<file path="src/rtl/spm_seq_ctrl.sv">
// Sequencer for a serial-parallel multiplier core: captures an operand pair,
// clears the core, streams the multiplier LSB-first and gathers the serial product.
module spm_seq_ctrl #(
    parameter int WIDTH  = 8,
    parameter int SIGNED = 1,
    parameter int LAT    = 1
) (
    input  logic                 clk,
    input  logic                 rst,
    input  logic                 in_valid,
    output logic                 in_ready,
    input  logic [WIDTH-1:0]     in_a,
    input  logic [WIDTH-1:0]     in_b,
    output logic                 out_valid,
    input  logic                 out_ready,
    output logic [2*WIDTH-1:0]   out_p,
    output logic                 core_clr,
    output logic [WIDTH-1:0]     core_x,
    output logic                 core_y,
    input  logic                 core_p,
    output logic                 busy
);
    localparam int N  = 2 * WIDTH + LAT;
    localparam int CW = $clog2(N);
    localparam logic [CW-1:0] LAST   = CW'(N - 1);
    localparam logic [CW-1:0] TWO_W  = CW'(2 * WIDTH);
    localparam logic [CW-1:0] LAT_C  = CW'(LAT);

    typedef enum logic [1:0] {IDLE, CLR, SHIFT, DONE} state_t;

    state_t               state_q, state_d;
    logic [CW-1:0]        cnt_q, cnt_d;
    logic [WIDTH-1:0]     x_q, x_d;
    logic [WIDTH-1:0]     b_q, b_d;
    logic [2*WIDTH-1:0]   p_q, p_d;
    logic                 fill;

    // Once the multiplier bits are used up, the shift register is refilled with
    // its own sign bit (or zero), which supplies the upper-half extension.
    assign fill = (SIGNED != 0) ? b_q[WIDTH-1] : 1'b0;

    always_comb begin
        state_d = state_q;
        cnt_d   = cnt_q;
        x_d     = x_q;
        b_d     = b_q;
        p_d     = p_q;
        case (state_q)
            IDLE: begin
                if (in_valid) begin
                    x_d     = in_a;
                    b_d     = in_b;
                    state_d = CLR;
                end
            end
            CLR: begin
                cnt_d   = '0;
                state_d = SHIFT;
            end
            SHIFT: begin
                cnt_d = cnt_q + 1'b1;
                b_d   = {fill, b_q[WIDTH-1:1]};
                if (cnt_q >= LAT_C)
                    p_d = {core_p, p_q[2*WIDTH-1:1]};
                if (cnt_q == LAST)
                    state_d = DONE;
            end
            DONE: begin
                if (out_ready)
                    state_d = IDLE;
            end
            default: state_d = IDLE;
        endcase
    end

    always_ff @(posedge clk or posedge rst) begin
        if (rst) begin
            state_q <= IDLE;
            cnt_q   <= '0;
            x_q     <= '0;
            b_q     <= '0;
            p_q     <= '0;
        end else begin
            state_q <= state_d;
            cnt_q   <= cnt_d;
            x_q     <= x_d;
            b_q     <= b_d;
            p_q     <= p_d;
        end
    end

    assign in_ready  = (state_q == IDLE);
    assign out_valid = (state_q == DONE);
    assign out_p     = p_q;
    assign core_clr  = (state_q == CLR);
    assign core_x    = x_q;
    assign core_y    = (state_q == SHIFT && cnt_q < TWO_W) ? b_q[0] : 1'b0;
    assign busy      = (state_q == CLR) || (state_q == SHIFT);
endmodule

</file>
<file path="config.mk">
export PLATFORM = sky130hd
export DESIGN_NAME = spm_seq_ctrl
export DESIGN_NICKNAME = d
export VERILOG_FILES = /design/src/rtl/spm_seq_ctrl.sv
export SDC_FILE = /design/constraint.sdc
export NUM_CORES = 1
export LEC_CHECK = 0
export CORE_MARGIN = 5
export CORE_UTILIZATION = 51
export CTS_CLUSTER_SIZE = 16
export DETAILED_ROUTE_END_ITERATION = 10
export PLACE_DENSITY_LB_ADDON = 0.05
export SLEW_MARGIN = 5
export SYNTH_ARGS = -nofsm -noshare
export SYNTH_HDL_FRONTEND = slang
export SYNTH_SLANG_ARGS = --single-unit
</file>
<file path="constraint.sdc">
create_clock -name clk -period 6.3 [get_ports clk]
set_input_delay 0.945 -clock clk [delete_from_list [all_inputs] [get_ports clk]]
set_output_delay 0.945 -clock clk [all_outputs]
set_load 0.02 [all_outputs]
</file>
# --- Yosys cells after proc, flatten, opt, wreduce, memory -nomap -nowiden ---
# Index checks and enable logic that the tools add are counted.
op_classes:
  n_addsub: 1
  mul: 0
  div: 0
  order_cmp: 2
  n_eq_ne: 7
  n_shift: 0
  mux: 8
  n_bitwise: 1
  reduce_logical: 10
ops:
  columns: ["op", "count"]
  rows:
  - ["$pmux W8 S2", 1]
  - ["$pmux W5 S2", 1]
  - ["$mux W8", 1]
  - ["$pmux W2 S4", 1]
  - ["$mux W2", 3]
  - ["$reduce_and A2 Y1", 3]
  - ["$reduce_and A3 Y1", 2]
  - ["$add A5 B1 Y5 const B", 1]
  - ["$eq A5 B5 Y1 const B", 1]
  - ["$ge A5 B1 Y1 const B", 1]
  - ["$lt A5 B5 Y1 const B", 1]
  - ["$eq A2 B2 Y1 const B", 2]
  - ["$ne A2 B2 Y1 const B", 2]
  - ["$reduce_bool A2 Y1", 2]
  - ["$eq A2 B1 Y1 const B", 1]
  - ["$logic_not A2 Y1", 1]
  - ["$ne A2 B1 Y1 const B", 1]
  - ["$logic_and A1 B1 Y1", 1]
  - ["$logic_or A1 B1 Y1", 1]
  - ["$mux W1", 1]
  - ["$not A1 Y1", 1]
totals:
  regBits: 39
  latch_bits: 0
  mem_bits_rw: 0
  romBits: 0
  in_bits: 21
  output_inout_bits: 29
  wordCells: 35
  mem_count: 0

# --- Longest topological paths before layout ---
depth:
  word_depth: 3
  mapped_depth: 6
  depth_no_buf: 5

# --- Least setup slack after synthesis ---
# OpenSTA, ideal clock, no wires.
synth_path:
  path_type: "register to output"
  start: "reg state_q[0]"
  end: "out core_y"
  t_arrival_ns: 1.576
  required_time_ns: 5.355
  setup_slack_ns: 3.779
  path_stages_with_launch: 7
  n_path_buf: 2
  cell_sequence: "dfrtp_1 inv_1 ha_1 clkbuf_1 clkbuf_1 nand2_1 nor2_1"
synth_via:
  elab_chain_cells: 3
synth_rtl:
  columns: ["item", "line", "text"]
  rows:
  - ["start, declared", "31", "state_t state_q, state_d;"]
  - ["start signal, assigned", "84", "state_q <= state_d;"]
  - ["$eq A2 B2 Y1", "97", "assign core_y = (state_q == SHIFT && cnt_q < TWO_W) ? b_q[0] : 1'b0;"]
  - ["$logic_and A1 B1 Y1", "97", null]
  - ["$mux W1", "97", null]
  - ["end, declared", "19", "output logic core_y,"]
# Every way passes these cells.

# --- Worst setup path after layout ---
# Same ends and word-level chain as after synthesis.

==> results.md <==
- Leading area contributor after synthesis: dfrtp_1
- Post-CTS setup buffers: 0
- Share of layout cells above drive strength 1: 18.8%
- Placed Area: about 0.0023 mm²
- RSZ-0062 raised after global routing: false
- Synthesized flop and latch total: 39
- Filler instances: 269
- Die X-Extent: 69.0 µm
- Initial Util: 52.7%
- Fin. Hold Viols: 0
- Setup TNS: 0 ps
- Crit start category: register
- Yosys top cell area share: 55.0%
- DR iter-0 viols: approximately 60
- Initial antenna violation count: 0
- Post-route cell area: 0.00240 mm²
- CTS tree: yes
- FP Rows: 21
- Hold_ws: slightly above 500 ps
- Die area: about 0.0048 mm²
- CP Data Required Time: about 5400 ps
- Minimum clock period: 3240 ps
- # clock sinks: 39
- I/O pin cnt: 50
- Post-synth EDFFs: 0
- Final setup vio count: 0
- WS Path Type: register to primary output
- Via count: 1269
- Worst Tran Pin Value: around 740 ps
- Leakage: around 1.0 nW
- Reg area: roughly 980 µm²
- Routed WL: 3.47 mm
- Reg-to-reg slack, setup: slightly above 4000 ps
- Chip Height: about 69 µm
- GRT Residual Overflow: 0
- Pwr/cell area: between 500 and 600 mW/mm²
- Vias in the first global route: between 1000 and 1500
- Layout area overhead: 35.4%
- Cts repair resizes: 0
- Via-to-Cell Ratio: between 5 and 6
- Core ar.: between 0.003 and 0.004 mm²
- Pin count of the biggest net entering global routing: 40
- Async S/R FF share, synth: 100%
- Drt first pass iters: 4
- Syn nets: about 170
- Non-Filler Instances: 237
- CTS HTree Levels: 2
- Seq/Total Area, Yosys: about 55%
- Multi-input logic area: around 740 µm²
- Ys flop type: dfrtp_1
- Cells after Synth: about 140
- Worst slew margin: about half
- Clock-pin transition on the worst setup and hold timing paths: between 100 and 150 ps
- Area contributors post-synth: dfrtp_1, mux2_2, ha_1
- HP Class: register to register
- Clk_lat worst skew: 340 ps
- Maxcap violations: 0
- Syn Std Cell Area: between 0.0015 and 0.002 mm²
- First-pass GRT wire length: between 5 and 6 mm
- Slew Viols, Final: 0
- Synth cell types: 26
- Peak supply drop: approximately 0.00028 V
- YS warnings: 0
- Avg Inst Size Synth: approximately 13 µm²
- Detail Route Antenna Nets: 0
- CTS root buf: clkbuf_4
- Detail Placement HPWL: between 2 and 3 mm
- CP Capture Type: primary output
- Peak Freq: 309 MHz
- Routed len/inst: about 15 µm
- CTS buffer count: 5
- Clock Skew: 9.01 ps
- Gr usage total: between 10% and 20%
- GPL Wtd Cong: 0.789
- Placed Cells: 229
- # hold bufs at CTS: 0
- CP arrival: around 2300 ps
- DRC Markers: 0
- Antenna fix cells: 0
- Worst Path Max Fanout: 19
- Worst-case clock buffer depth: 2
- Final Cycle Share: 51.4%
- Status: complete, no violations
- Port bufs: 49
- Fin nets: around 220
metal layers:
| layer | wire, µm | global-route usage [%] |
|---|---|---|
| met1 | 1390 | 18.1 |
| met2 | 1830 | 27.7 |
| met3 | 222 | 5.19 |
| met4 | 39 | 5.11 |
| met5 | 0 | 0 |
synth_stat cells, drive strengths merged, types with 2 or more instances:
master,number
inv,8
o21ai,3
a221o,6
nor2,3
mux2,26
nand3,9
nand2,3
nor2b,4
nand2b,6
ha,7
a31oi,2
clkbuf,5
a21oi,5
o31ai,3
dfrtp,39
through the flow:
stage	setup WS [ps]	utilization, %	power, mW
finish	3060	71.4	1.24
floorplan	3780	-	0.818
detailed placement	3450	68.3	1.05
CTS	3040	71.4	1.25
global route	2900	71.4	1.32
global placement	3500	68.3	1.03
where the power goes:
part	leakage (nW)	internal, mW	total, mW	switching [mW]
registers	0.496	0.351	0.420	0.0689
clock network	0.0525	0.124	0.203	0.0787
logic	0.499	0.317	0.619	0.302
total	1.05	0.793	1.24	0.449
sequential cells by signal, indices dropped and copies added (netlist names):
| name | cells |
|---|---|
| out_p | 16 |
| core_x | 8 |
| state_q | 2 |
| b_q | 8 |
| cnt_q | 5 |
cells by family (layout without fill, tap and decap cells):
| group | count (synthesis) | count (layout) | synth area share, % |
|---|---|---|---|
| AO/OA/AOI/OAI | 24 | 24 | 10.8 |
| adder cells (fa/ha/maj) | 7 | 7 | 4.94 |
| buffers and inverters | 14 | 66 | 3.39 |
| flip-flops | 39 | 39 | 55.0 |
| multiplexers | 26 | 26 | 16.5 |
| AND/OR/NAND/NOR | 29 | 29 | 9.31 |
final timing paths:
kind                       startpoint   endpoint  cells after the start
min reg2reg                  out_p[0]   out_p[0]                      1
max reg2reg                  cnt_q[1]  out_p[15]                      5
max in group asynchronous         rst   out_p[6]                      3
max                        state_q[0]     core_y                      5
min in group asynchronous         rst  core_x[3]                      3
min                          out_p[0]   out_p[0]                      1
layout by cell type (no fill, tap or decap):
master | synthesis | final
a211oi_1 | 1 | 1
a21oi_1 | 5 | 5
a221o_1 | 6 | 6
a221oi_1 | 1 | 1
a31oi_1 | 2 | 2
buf_4 | 0 | 1
bufinv_16 | 0 | 2
clkbuf_1 | 5 | 1
clkbuf_4 | 0 | 5
clkdlybuf4s50_1 | 0 | 49
dfrtp_1 | 39 | 39
ha_1 | 7 | 7
inv_1 | 8 | 8
mux2_2 | 26 | 26
nand2_1 | 3 | 3
nand2b_1 | 6 | 6
nand3_1 | 9 | 9
nor2_1 | 3 | 3
nor2b_1 | 4 | 4
nor3_1 | 1 | 1
nor3b_1 | 1 | 1
o21ai_0 | 3 | 3
o21bai_1 | 1 | 1
o2bb2ai_1 | 1 | 1
o31ai_1 | 2 | 2
o31ai_4 | 1 | 1
o32a_1 | 1 | 1
or4_4 | 1 | 1
or4bb_1 | 1 | 1
worst max-delay path, cell delays in order, from the launching register on:
cell             delay (ps)
dfrtp_1                 430
inv_1                   100
ha_1                    610
nand2_1                 100
nor2_1                  110
clkdlybuf4s50_1         610
cell type report:
| cell class | count | area share, % |
|---|---|---|
| tap | 46 | 2.40 |
| inverter | 8 | 1.25 |
| timing repair buffer | 50 | 20.8 |
| multi-input combinational | 86 | 30.7 |
| sequential | 39 | 40.7 |
| clock inverter | 2 | 2.50 |
| clock buffer | 6 | 1.72 |
(Power assumes the default switching activity.)
